[src/rtl/dat_block_engine_if.sv]
// Host, wrapper and FIFO signal bundle for dat_block_engine.
// Latency: none, this is wiring only.
// Backpressure: carried by fifo_empty/fifo_full and the ack_in/ack_out handshake.
// Ports: slave = engine side, master = host/wrapper/FIFO side.
interface dat_block_engine_if #(
    parameter int DATA_W = 32,
    parameter int BLK_W  = 8,
    parameter int TO_W   = 16
);
    // host -> engine
    logic              strobe_in;
    logic              ack_in;
    logic              idle_in;
    logic              write_read;
    logic              multiple;
    logic [BLK_W-1:0]  blocks;
    logic [TO_W-1:0]   timeout_reg;
    logic              wide_bus;
    // wrapper / FIFO -> engine
    logic              transmission_complete;
    logic              reception_complete;
    logic              crc_status_ok;
    logic [DATA_W-1:0] data_read;
    logic              fifo_empty;
    logic              fifo_full;
    // engine -> host
    logic              serial_ready;
    logic              complete;
    logic              ack_out;
    logic              data_timeout;
    logic              crc_error;
    logic [BLK_W-1:0]  blocks_done;
    // engine -> wrapper / pad / FIFO
    logic              reset_wrapper;
    logic              load_send;
    logic              enable_pts_wrapper;
    logic              enable_stp_wrapper;
    logic              waiting_response;
    logic              bus4_sel;
    logic              pad_state;
    logic              pad_enable;
    logic              write_fifo_enable;
    logic              read_fifo_enable;
    logic [DATA_W-1:0] data_to_fifo;

    modport slave (
        input  strobe_in, ack_in, idle_in, write_read, multiple, blocks,
               timeout_reg, wide_bus, transmission_complete, reception_complete,
               crc_status_ok, data_read, fifo_empty, fifo_full,
        output serial_ready, complete, ack_out, data_timeout, crc_error,
               blocks_done, reset_wrapper, load_send, enable_pts_wrapper,
               enable_stp_wrapper, waiting_response, bus4_sel, pad_state,
               pad_enable, write_fifo_enable, read_fifo_enable, data_to_fifo
    );

    modport master (
        output strobe_in, ack_in, idle_in, write_read, multiple, blocks,
               timeout_reg, wide_bus, transmission_complete, reception_complete,
               crc_status_ok, data_read, fifo_empty, fifo_full,
        input  serial_ready, complete, ack_out, data_timeout, crc_error,
               blocks_done, reset_wrapper, load_send, enable_pts_wrapper,
               enable_stp_wrapper, waiting_response, bus4_sel, pad_state,
               pad_enable, write_fifo_enable, read_fifo_enable, data_to_fifo
    );
endinterface

[src/rtl/dat_block_engine.sv]
// SD data-line block sequencer: drives the serial wrappers, FIFO and pads for block read/write transfers.
// Latency: Moore outputs one sd_clock after the causing edge; FIFO enables are registered one-cycle pulses.
// Backpressure: stalls on fifo_empty (write) / fifo_full (read); completion held until ack_in.
// Ports: sd_clock, reset (async active-low); all host/wrapper/FIFO signals via dat_block_engine_if.slave.
module dat_block_engine #(
    parameter int DATA_W = 32,
    parameter int BLK_W  = 8,
    parameter int TO_W   = 16
) (
    input  logic              sd_clock,
    input  logic              reset,
    dat_block_engine_if.slave bus
);

    typedef enum logic [3:0] {
        S_RESET, S_IDLE, S_LOAD_WRITE, S_SEND, S_WAIT_RESPONSE, S_READ,
        S_READ_FIFO_WRITE, S_READ_WRAPPER_RESET, S_WAIT_ACK, S_ERROR
    } state_t;

    state_t            state_q, state_d;
    logic              bus4_q, bus4_d;
    logic [TO_W-1:0]   to_reg_q, to_reg_d;
    logic [TO_W-1:0]   to_cnt_q, to_cnt_d;
    logic [BLK_W-1:0]  target_q, target_d;
    logic [BLK_W-1:0]  done_q, done_d;
    logic              crc_err_q, crc_err_d;
    logic              to_err_q, to_err_d;
    logic              wr_fifo_en_q, wr_fifo_en_d;
    logic              rd_fifo_en_q, rd_fifo_en_d;
    logic [DATA_W-1:0] dat_q, dat_d;

    logic [TO_W-1:0]   to_cnt_inc;
    logic              timed_out;
    logic [BLK_W-1:0]  done_inc;
    logic              last_blk;

    // Counter saturates at the captured limit; reaching the limit is the timeout.
    assign to_cnt_inc = (to_cnt_q == to_reg_q) ? to_cnt_q : to_cnt_q + TO_W'(1);
    assign timed_out  = (to_cnt_inc == to_reg_q);
    // Once at target the count holds, so it can never pass target or wrap.
    assign done_inc   = (done_q == target_q) ? done_q : done_q + BLK_W'(1);
    assign last_blk   = (done_inc == target_q);

    always_comb begin
        state_d      = state_q;
        bus4_d       = bus4_q;
        to_reg_d     = to_reg_q;
        to_cnt_d     = to_cnt_q;
        target_d     = target_q;
        done_d       = done_q;
        crc_err_d    = crc_err_q;
        to_err_d     = to_err_q;
        wr_fifo_en_d = 1'b0;
        rd_fifo_en_d = 1'b0;
        dat_d        = dat_q;
        // Abort wins over everything; flags and block count are left as they are.
        if (bus.idle_in) begin
            state_d = S_IDLE;
        end else begin
            case (state_q)
                S_RESET: state_d = S_IDLE;
                S_IDLE: begin
                    if (bus.strobe_in) begin
                        bus4_d    = bus.wide_bus;
                        to_reg_d  = bus.timeout_reg;
                        target_d  = (!bus.multiple || bus.blocks == '0) ? BLK_W'(1) : bus.blocks;
                        done_d    = '0;
                        crc_err_d = 1'b0;
                        to_err_d  = 1'b0;
                        to_cnt_d  = '0;
                        state_d   = bus.write_read ? S_LOAD_WRITE : S_READ;
                    end
                end
                S_LOAD_WRITE: begin
                    if (!bus.fifo_empty) begin
                        wr_fifo_en_d = 1'b1;
                        state_d      = S_SEND;
                    end
                end
                S_SEND: begin
                    if (bus.transmission_complete) begin
                        to_cnt_d = '0;
                        state_d  = S_WAIT_RESPONSE;
                    end
                end
                S_WAIT_RESPONSE: begin
                    // A response arriving on the timeout cycle is still honoured.
                    if (bus.reception_complete) begin
                        if (!bus.crc_status_ok) begin
                            crc_err_d = 1'b1;
                            state_d   = S_ERROR;
                        end else begin
                            done_d  = done_inc;
                            state_d = last_blk ? S_WAIT_ACK : S_LOAD_WRITE;
                        end
                    end else if (timed_out) begin
                        to_err_d = 1'b1;
                        state_d  = S_ERROR;
                    end else begin
                        to_cnt_d = to_cnt_inc;
                    end
                end
                S_READ: begin
                    if (bus.reception_complete) begin
                        state_d = S_READ_FIFO_WRITE;
                    end else if (timed_out) begin
                        to_err_d = 1'b1;
                        state_d  = S_ERROR;
                    end else begin
                        to_cnt_d = to_cnt_inc;
                    end
                end
                S_READ_FIFO_WRITE: begin
                    if (!bus.fifo_full) begin
                        rd_fifo_en_d = 1'b1;
                        dat_d        = bus.data_read;
                        done_d       = done_inc;
                        state_d      = last_blk ? S_WAIT_ACK : S_READ_WRAPPER_RESET;
                    end
                end
                S_READ_WRAPPER_RESET: begin
                    to_cnt_d = '0;
                    state_d  = S_READ;
                end
                S_WAIT_ACK, S_ERROR: begin
                    if (bus.ack_in) state_d = S_IDLE;
                end
                default: state_d = S_RESET;
            endcase
        end
    end

    always_ff @(posedge sd_clock or negedge reset) begin
        if (!reset) begin
            state_q      <= S_RESET;
            bus4_q       <= 1'b0;
            to_reg_q     <= '0;
            to_cnt_q     <= '0;
            target_q     <= '0;
            done_q       <= '0;
            crc_err_q    <= 1'b0;
            to_err_q     <= 1'b0;
            wr_fifo_en_q <= 1'b0;
            rd_fifo_en_q <= 1'b0;
            dat_q        <= '0;
        end else begin
            state_q      <= state_d;
            bus4_q       <= bus4_d;
            to_reg_q     <= to_reg_d;
            to_cnt_q     <= to_cnt_d;
            target_q     <= target_d;
            done_q       <= done_d;
            crc_err_q    <= crc_err_d;
            to_err_q     <= to_err_d;
            wr_fifo_en_q <= wr_fifo_en_d;
            rd_fifo_en_q <= rd_fifo_en_d;
            dat_q        <= dat_d;
        end
    end

    // Everything decoded from registered state; ack_out alone passes ack_in straight through.
    assign bus.serial_ready       = (state_q == S_IDLE);
    assign bus.complete           = (state_q == S_WAIT_ACK) || (state_q == S_ERROR);
    assign bus.ack_out            = bus.complete && bus.ack_in;
    assign bus.reset_wrapper      = (state_q == S_RESET) || (state_q == S_IDLE) ||
                                    (state_q == S_READ_WRAPPER_RESET) || bus.complete;
    assign bus.load_send          = (state_q == S_SEND);
    assign bus.enable_pts_wrapper = (state_q == S_LOAD_WRITE) || (state_q == S_SEND);
    assign bus.pad_state          = bus.enable_pts_wrapper;
    assign bus.enable_stp_wrapper = (state_q == S_READ);
    assign bus.waiting_response   = (state_q == S_WAIT_RESPONSE);
    assign bus.pad_enable         = bus.enable_pts_wrapper || bus.waiting_response ||
                                    (state_q == S_READ) || (state_q == S_READ_FIFO_WRITE) ||
                                    (state_q == S_READ_WRAPPER_RESET);
    assign bus.bus4_sel           = bus4_q;
    assign bus.write_fifo_enable  = wr_fifo_en_q;
    assign bus.read_fifo_enable   = rd_fifo_en_q;
    assign bus.data_to_fifo       = dat_q;
    assign bus.blocks_done        = done_q;
    assign bus.data_timeout       = to_err_q;
    assign bus.crc_error          = crc_err_q;

endmodule

[src/flat_wrapper.sv]
// flat-port wrapper written by rule: the top's interface ports become plain ports
module dat_block_engine_flat 
#(
    parameter int DATA_W = 32,
    parameter int BLK_W  = 8,
    parameter int TO_W   = 16
)
  (sd_clock, reset, bus_strobe_in, bus_ack_in, bus_idle_in, bus_write_read, bus_multiple, bus_blocks, bus_timeout_reg, bus_wide_bus, bus_transmission_complete, bus_reception_complete, bus_crc_status_ok, bus_data_read, bus_fifo_empty, bus_fifo_full, bus_serial_ready, bus_complete, bus_ack_out, bus_data_timeout, bus_crc_error, bus_blocks_done, bus_reset_wrapper, bus_load_send, bus_enable_pts_wrapper, bus_enable_stp_wrapper, bus_waiting_response, bus_bus4_sel, bus_pad_state, bus_pad_enable, bus_write_fifo_enable, bus_read_fifo_enable, bus_data_to_fifo);
  dat_block_engine_if #(.DATA_W(DATA_W), .BLK_W(BLK_W), .TO_W(TO_W)) bus_i ();
  input  logic sd_clock;
  input  logic reset;
  input wire logic [$bits(bus_i.strobe_in)-1:0] bus_strobe_in;
  input wire logic [$bits(bus_i.ack_in)-1:0] bus_ack_in;
  input wire logic [$bits(bus_i.idle_in)-1:0] bus_idle_in;
  input wire logic [$bits(bus_i.write_read)-1:0] bus_write_read;
  input wire logic [$bits(bus_i.multiple)-1:0] bus_multiple;
  input wire logic [$bits(bus_i.blocks)-1:0] bus_blocks;
  input wire logic [$bits(bus_i.timeout_reg)-1:0] bus_timeout_reg;
  input wire logic [$bits(bus_i.wide_bus)-1:0] bus_wide_bus;
  input wire logic [$bits(bus_i.transmission_complete)-1:0] bus_transmission_complete;
  input wire logic [$bits(bus_i.reception_complete)-1:0] bus_reception_complete;
  input wire logic [$bits(bus_i.crc_status_ok)-1:0] bus_crc_status_ok;
  input wire logic [$bits(bus_i.data_read)-1:0] bus_data_read;
  input wire logic [$bits(bus_i.fifo_empty)-1:0] bus_fifo_empty;
  input wire logic [$bits(bus_i.fifo_full)-1:0] bus_fifo_full;
  output wire logic [$bits(bus_i.serial_ready)-1:0] bus_serial_ready;
  output wire logic [$bits(bus_i.complete)-1:0] bus_complete;
  output wire logic [$bits(bus_i.ack_out)-1:0] bus_ack_out;
  output wire logic [$bits(bus_i.data_timeout)-1:0] bus_data_timeout;
  output wire logic [$bits(bus_i.crc_error)-1:0] bus_crc_error;
  output wire logic [$bits(bus_i.blocks_done)-1:0] bus_blocks_done;
  output wire logic [$bits(bus_i.reset_wrapper)-1:0] bus_reset_wrapper;
  output wire logic [$bits(bus_i.load_send)-1:0] bus_load_send;
  output wire logic [$bits(bus_i.enable_pts_wrapper)-1:0] bus_enable_pts_wrapper;
  output wire logic [$bits(bus_i.enable_stp_wrapper)-1:0] bus_enable_stp_wrapper;
  output wire logic [$bits(bus_i.waiting_response)-1:0] bus_waiting_response;
  output wire logic [$bits(bus_i.bus4_sel)-1:0] bus_bus4_sel;
  output wire logic [$bits(bus_i.pad_state)-1:0] bus_pad_state;
  output wire logic [$bits(bus_i.pad_enable)-1:0] bus_pad_enable;
  output wire logic [$bits(bus_i.write_fifo_enable)-1:0] bus_write_fifo_enable;
  output wire logic [$bits(bus_i.read_fifo_enable)-1:0] bus_read_fifo_enable;
  output wire logic [$bits(bus_i.data_to_fifo)-1:0] bus_data_to_fifo;
  assign bus_i.strobe_in = bus_strobe_in;
  assign bus_i.ack_in = bus_ack_in;
  assign bus_i.idle_in = bus_idle_in;
  assign bus_i.write_read = bus_write_read;
  assign bus_i.multiple = bus_multiple;
  assign bus_i.blocks = bus_blocks;
  assign bus_i.timeout_reg = bus_timeout_reg;
  assign bus_i.wide_bus = bus_wide_bus;
  assign bus_i.transmission_complete = bus_transmission_complete;
  assign bus_i.reception_complete = bus_reception_complete;
  assign bus_i.crc_status_ok = bus_crc_status_ok;
  assign bus_i.data_read = bus_data_read;
  assign bus_i.fifo_empty = bus_fifo_empty;
  assign bus_i.fifo_full = bus_fifo_full;
  assign bus_serial_ready = bus_i.serial_ready;
  assign bus_complete = bus_i.complete;
  assign bus_ack_out = bus_i.ack_out;
  assign bus_data_timeout = bus_i.data_timeout;
  assign bus_crc_error = bus_i.crc_error;
  assign bus_blocks_done = bus_i.blocks_done;
  assign bus_reset_wrapper = bus_i.reset_wrapper;
  assign bus_load_send = bus_i.load_send;
  assign bus_enable_pts_wrapper = bus_i.enable_pts_wrapper;
  assign bus_enable_stp_wrapper = bus_i.enable_stp_wrapper;
  assign bus_waiting_response = bus_i.waiting_response;
  assign bus_bus4_sel = bus_i.bus4_sel;
  assign bus_pad_state = bus_i.pad_state;
  assign bus_pad_enable = bus_i.pad_enable;
  assign bus_write_fifo_enable = bus_i.write_fifo_enable;
  assign bus_read_fifo_enable = bus_i.read_fifo_enable;
  assign bus_data_to_fifo = bus_i.data_to_fifo;
  dat_block_engine #(.DATA_W(DATA_W), .BLK_W(BLK_W), .TO_W(TO_W)) u_core (.sd_clock(sd_clock), .reset(reset), .bus(bus_i));
endmodule
[config.mk]
export PLATFORM = sky130hd
export DESIGN_NAME = dat_block_engine_flat
export DESIGN_NICKNAME = d
export VERILOG_FILES = /design/src/rtl/dat_block_engine_if.sv /design/src/rtl/dat_block_engine.sv /design/src/flat_wrapper.sv
export SDC_FILE = /design/constraint.sdc
export NUM_CORES = 1
export LEC_CHECK = 0
export ABC_AREA = 1
export ABC_CLOCK_PERIOD_IN_PS = 2600
export BUFFER_PORTS_ARGS = -buffer_cell sky130_fd_sc_hd__buf_4
export CORE_ASPECT_RATIO = 0.5
export CORE_MARGIN = 2
export CORE_UTILIZATION = 55
export DETAILED_ROUTE_END_ITERATION = 16
export GPL_TIMING_DRIVEN = 0
export PLACE_DENSITY_LB_ADDON = 0.2
export SLEW_MARGIN = 20
export SYNTH_ARGS = -nofsm -noshare
export SYNTH_HDL_FRONTEND = slang
export SYNTH_SLANG_ARGS = --single-unit
[constraint.sdc]
create_clock -name sd_clock -period 2.6 [get_ports sd_clock]
set_clock_uncertainty 0.05 [all_clocks]
set_input_delay 0.39 -clock sd_clock [delete_from_list [all_inputs] [get_ports sd_clock]]
set_output_delay 0.39 -clock sd_clock [all_outputs]
set_load 0.02 [all_outputs]
== Word-level counts from Yosys, hierarchy flattened ==
Cells that the tools add are included.

* Input port bits: 69
* Flip-flop bits (word level): 89
* Logic and storage cells: 109
* Output and inout bits: 55

* Eq/ne operators: 27
* Bitwise operators: 2
* Add/subtract/negate cells: 2
* Mux-type cells: 40
* Reductions and logical operators: 27

{| class="wikitable"
|+ Operator list
! cell !! number
|-
| $mux 16 || 5
|-
| $pmux 16 s4 || 1
|-
| $mux 4 || 12
|-
| $mux 8 || 6
|-
| $pmux 4 s9 || 1
|-
| $eq 16x16->1 || 2
|-
| $pmux 8 s3 || 1
|-
| $add 16x1->16 const B || 1
|-
| $eq 4x3->1 const B || 4
|-
| $eq 8x8->1 || 2
|-
| $ne 2x2->1 const B || 8
|-
| $ne 3x3->1 const B || 5
|-
| $reduce_and 5->1 || 3
|-
| $reduce_and 6->1 || 2
|-
| $mux 1 || 11
|-
| $logic_or 1x1->1 || 10
|-
| $add 8x1->8 const B || 1
|-
| $eq 4x2->1 const B || 2
|-
| $eq 4x4->1 const B || 2
|-
| $logic_not 8->1 || 1
|-
| $reduce_and 3->1 || 2
|-
| $eq 4x1->1 const B || 1
|-
| $logic_not 4->1 || 1
|-
| $pmux 1 s2 || 2
|-
| 9 further kinds || 12
|}

== Logic depth before layout (Yosys ltp) ==
* Depth in word-level cells: 8
* Depth in mapped cells: 22
* Gate-level depth less buffers: 21

== Worst setup path after synthesis ==
Ideal clock, no wire load.

* Path kind: register to register
* From: register u_core.state_q[1]
* To: register u_core.to_cnt_q[11]
* Buffers on the path: 2
* Arrival time: 2188 ps
* Period minus slack after synthesis: 2358 ps
* Data required time: 2431 ps
* Setup slack: 242 ps
* Library setup time: 119 ps
* Stages on the path, launching flop included: 14
* Cells stage by stage: dfrtp_1 -> buf_2 -> nor2_1 -> inv_2 -> nor2_1 -> inv_2 -> or2_1 -> nand2_1 -> inv_1 -> o21ai_1 -> a221oi_2 -> clkbuf_1 -> nand4_1 -> o21ai_2

* Elaborated cells on any way between the ends: 13
* Classes of those cells: 9 x eq/ne; 1 x mux; 3 x reduce/logical

{| class="wikitable"
|+ RTL lines
! item !! RTL line !! text
|-
| start, declared || dat_block_engine.sv:20 || <nowiki>state_t state_q, state_d;</nowiki>
|-
| start signal, assigned || dat_block_engine.sv:147 || <nowiki>state_q <= state_d;</nowiki>
|-
| $eq 4x1->1 (*) || - ||
|-
| via bus_serial_ready || flat_wrapper.sv:26 || <nowiki>output wire logic [$bits(bus_i.serial_ready)-1:0] bus_serial_ready;</nowiki>
|-
| $reduce_bool 4->1 (no source line) or $ne 2x2->1 (tied branches) || - ||
|-
| $reduce_and 6->1 (no source line) || - ||
|-
| end signal, assigned || dat_block_engine.sv:150 || <nowiki>to_cnt_q <= to_cnt_d;</nowiki>
|-
| end, declared || dat_block_engine.sv:23 || <nowiki>logic [TO_W-1:0] to_cnt_q, to_cnt_d;</nowiki>
|}

The timed path passes the listed nets; every way through them passes the cells marked *.
A chain may end at the register's enable or synchronous reset.

== Final worst setup path ==
* From: register u_core.to_reg_q[9]
* To: register u_core.to_cnt_q[9]

* Longest elaborated chain between the ends: 5
* Elaborated cells on any way between the ends: 8
* Classes of those cells: 3 x eq/ne; 4 x mux; 1 x reduce/logical

{| class="wikitable"
|+ Ends and longest elaborated chain
! item !! RTL line !! text
|-
| start, declared || dat_block_engine.sv:22 || <nowiki>logic [TO_W-1:0] to_reg_q, to_reg_d;</nowiki>
|-
| start signal, assigned || dat_block_engine.sv:149 || <nowiki>to_reg_q <= to_reg_d;</nowiki>
|-
| $eq 16x16->1 || dat_block_engine.sv:38 || <nowiki>assign to_cnt_inc = (to_cnt_q == to_reg_q) ? to_cnt_q : to_cnt_q + TO_W'(1);</nowiki>
|-
| $mux 16 || dat_block_engine.sv:38 ||
|-
| $eq 16x16->1 or $mux 16 (tied branches) || dat_block_engine.sv:39, dat_block_engine.sv:96, dat_block_engine.sv:106 ||
|-
| $ne 2x2->1 (no source line) or $mux 16 (tied branches) || - ||
|-
| $reduce_and 6->1 (no source line) or $pmux 16 s4 (tied branches) || - ||
|}

Parallel ways exist; a longest one is shown, timed or not. The select of a mux whose other input is x is not followed.

==> impl_metrics.json <==
{
  "sequentialPowerShare": 0.319,
  "p_switching_mw": 2.745,
  "hold_violations": 0,
  "synth_top_family_by_area": "simple AND/OR/NAND/NOR gates",
  "whs_ns": 0.1589,
  "clkPwrFrac": 0.214,
  "drive_gt1_frac": 0.3102,
  "overflow": 0,
  "fp-row-count": 25,
  "drv_cap": 0,
  "clock_path_buffers": 2,
  "setup_tns_ns": -0.9608,
  "synthXorXnorAreaFrac": 0.04760,
  "nNetsFinal": 1005,
  "worstPathMaxFanout": 10,
  "slew_viol_final": 0,
  "dp_hpwl_microns": 10440,
  "placed_area_sq_mm": 0.006456,
  "yosysTopAreaCell": "dfrtp_1",
  "synth_cell_types": 36,
  "rsz0062_at_grt": "yes",
  "async_reset_ff_frac": 1.000,
  "cp_top_family": "simple AND/OR/NAND/NOR gates",
  "track_usage": 0.2764,
  "n_fill_cell": 672,
  "worst_slack_ns": -0.1071,
  "max-vdd-ir-drop_mv": 0.4541,
  "pin_count": 124,
  "cp_num_buf_inv": 5,
  "start_util": 0.5649,
  "crit_arrival_ns": 2.93,
  "root_buffer": "clkbuf_16",
  "drtIter0Drc": 543,
  "final_cell_count_no_fill": 1073,
  "power.leakage_nw": 3.839,
  "synth_ff_type": "dfrtp_1",
  "yosysTopAreaCellShare": 0.4174,
  "synthTopCellsByArea": "dfrtp_1 (42%), nand2_1 (22%), nand3_1 (7.4%), inv_1 (4.0%), nor2_1 (3.7%)",
  "netlist_area_sq_mm": 0.005336,
  "finalSetupViolCount": 16,
  "fp.dieH_microns": 73.65,
  "cpMostUsedCell": "nand2_1",
  "insertedDiodeCount": 0,
  "fmax_mhz": 369.4,
  "synthAdderAreaFrac": 0.004689,
  "yosys_warnings": 0,
  "numCtsBuffers": 9,
  "wl_per_cell_microns": 14.63,
  "worstPathRequired_ns": 2.82,
  "end_kind": "flop",
  "fin_crit_ns": 2.707,
  "syn-instance-count": 768,
  "outcome": "complete, but fails checks",
  "critical_path_class": "flop to flop",
  "tritoncts": "yes",
  "clock_latency_ns": 0.35,
  "dieArea_sq_mm": 0.01055,
  "postSynthNetCount": 839,
  "clk_pin_slew_ns": 0.07,
  "die_width_microns": 143.3,
  "crit_path_start_kind": "flop",
  "grt_first_pass_wirelength_microns": 22920,
  "power_density_mw_per_mm2": 899.5,
  "synth_edf_count": 0,
  "critPathSlowestCell": "dfrtp_1",
  "combPwrFrac": 0.466,
  "drtPass1Iterations": 7,
  "antenna_found_initial": 0,
  "multi_input_area_sq_mm": 0.002865,
  "clock-sinks": 89,
  "fp.coreArea_sq_mm": 0.009447,
  "io_buffers": 123,
  "antenna_left": 0,
  "post-place-ws_ns": -0.2476,
  "p_int_mw": 3.833,
  "fin_area_sq_mm": 0.007313,
  "violations": "setup timing",
  "routed_via_density": 5.351,
  "dp_cells": 1027,
  "num_vias": 5742,
  "yosysSeqAreaShare": 0.4174,
  "syn_to_final_growth_pct": 37.05,
  "synth_simple_gate_area_share": 0.3714,
  "relSlewSlack": 0.5882,
  "grt_pass1_vias": 5081,
  "place_congestion": 0.9293,
  "synthMuxAreaShare": 0,
  "grt_start_max_net_pins": 59,
  "seqCellArea_sq_mm": 0.002247,
  "synth_compound_area_frac": 0.07878,
  "crit_path_max_incr_delay_ns": 0.39,
  "avgSynthCellArea_sq_um": 6.948,
  "crit_chain": "inv_1 > nand2_1 > nand2_1 > nor2_1 > nand2_1 > nor2_4 > buf_6 > buf_8 > nand3_2 > nand3_1 > nand2_1 > nor2_1 > nand2_1 > nor2_4 > nand3_2 > nand2_2 > inv_4 > clkbuf_16 > o21ai_2",
  "sw_frac_of_total": 0.4173,
  "ys_seq_elements": 89,
  "routed_wl_microns": 15700,
  "drc_errors": 0,
  "hp-class": "primary input to flop",
  "htreeDepth": 3,
  "post-route-period-util": 1.041,
  "tightest_slew_ns": 0.6143
}
## final cells by class
type | count | share of cell area
clock buffers | 10 | 0.03268
plain buffers | 24 | 0.02566
flip-flops and latches | 89 | 0.3073
clock inverters | 5 | 0.01095
multi-input cells | 576 | 0.3918
repair buffers | 156 | 0.1682
inverters | 78 | 0.04038
well taps | 135 | 0.02310
## state kept, by name, summed over array words and instances, names as in the netlist, 4 cells and up
name                     count
u_core.target_q              8
u_core.bus.data_to_fifo     32
u_core.bus.blocks_done       8
u_core.state_q               4
u_core.to_cnt_q             16
u_core.to_reg_q             16
## worst reg2reg max path, stage by stage (launching register included)
cell,delay [ns]
dfrtp_1,0.39
inv_1,0.09
nand2_1,0.07
nand2_1,0.05
nor2_1,0.13
nand2_1,0.11
nor2_4,0.19
buf_6,0.13
buf_8,0.14
nand3_2,0.12
nand3_1,0.10
nand2_1,0.06
nor2_1,0.12
nand2_1,0.11
nor2_4,0.22
nand3_2,0.12
nand2_2,0.10
inv_4,0.07
clkbuf_16,0.17
o21ai_2,0.11
## path summary, 6_finish.rpt
check                      slack [ns]                           end  cells past startpoint                   startpoint
max                             -0.11            u_core.to_cnt_q[9]                     19           u_core.to_reg_q[9]
min                              0.16  u_core.bus.write_fifo_enable                      2               bus_fifo_empty
max reg2reg                     -0.11            u_core.to_cnt_q[9]                     19           u_core.to_reg_q[9]
min reg2reg                      0.42   u_core.bus.data_to_fifo[29]                      2  u_core.bus.data_to_fifo[29]
max in group asynchronous        1.34             u_core.state_q[0]                      3                        reset
min in group asynchronous        0.48           u_core.to_reg_q[12]                      2                        reset
## power by group through the flow
stage          clock (mW)  sequential (mW)  combinational, mW
2_1_floorplan           0             2.22               1.56
3_3_place_gp            0             2.07               2.58
3_5_place_dp            0             2.07               2.65
4_1_cts              1.41             2.07               2.71
5_1_grt              1.48             2.14               3.35
6_report             1.41             2.10               3.07
## routing by layer
metal / global-route usage / share of wire / vias to the layer above
li1: - / - / 2763
met1: 0.3381 / 0.39 / 2646
met2: 0.4710 / 0.48 / 282
met3: 0.09061 / 0.091 / 51
met4: 0.09041 / 0.031 / 0
met5: 0 / 0 / -
## Yosys cell counts (all sizes together) (2+ instances only)
cell / count
nand2: 316
nor3: 8
dfrtp: 89
o22ai: 6
xnor2: 11
inv: 78
a221oi: 2
o21ai: 45
nor2: 59
a21oi: 8
buf: 14
o31ai: 2
xor2: 18
nand4: 12
nand3: 79
ha: 2
o211ai: 2
clkbuf: 11
## metrics by stage
stage,util,total power [mW]
floorplan,-,3.785
global placement,0.6805,4.647
detailed placement,0.6834,4.730
CTS,0.7230,6.186
global route,0.7742,6.969
finish,0.7742,6.578
## layout by cell type, fill, tap and decap left out, types with 4 or more instances in the layout
cell and n:
xnor2_1 8, nand4_1 12, xor2_1 18, dfrtp_2 16, nor2_4 7, nor3_1 6, clkbuf_16 10, inv_2 25
nand2_1 297, o22ai_1 6, dfrtp_1 73, nand3_1 73, buf_6 8, clkbuf_1 6, a21oi_1 7, nand3_2 6
nor2_2 13, o21ai_2 10, inv_1 52, clkbuf_4 4, nand2_2 16, o21ai_0 33, nor2_1 39, buf_4 149
## repair_timing
| item | 4_1_cts | 5_1_grt |
|---|---|---|
| pin swaps | 2 | 23 |
| endpoints found under the hold margin | 31 | 0 |
| gates cloned | 0 | 2 |
| buffers inserted | 1 | 28 |
| hold buffers | 1 | 0 |
| endpoints found under the setup margin | 40 | 83 |
| resized for setup | 12 | 90 |
## cells by family after synthesis
logic type / Yosys count
buffers and inverters: 103
xor gates and xnor gates: 29
DFF: 89
adders and majority gates: 2
AOI/OAI and AO/OA: 68
and+or+nand+nor: 477
Note: power is estimated with default switching activity, not from simulation.
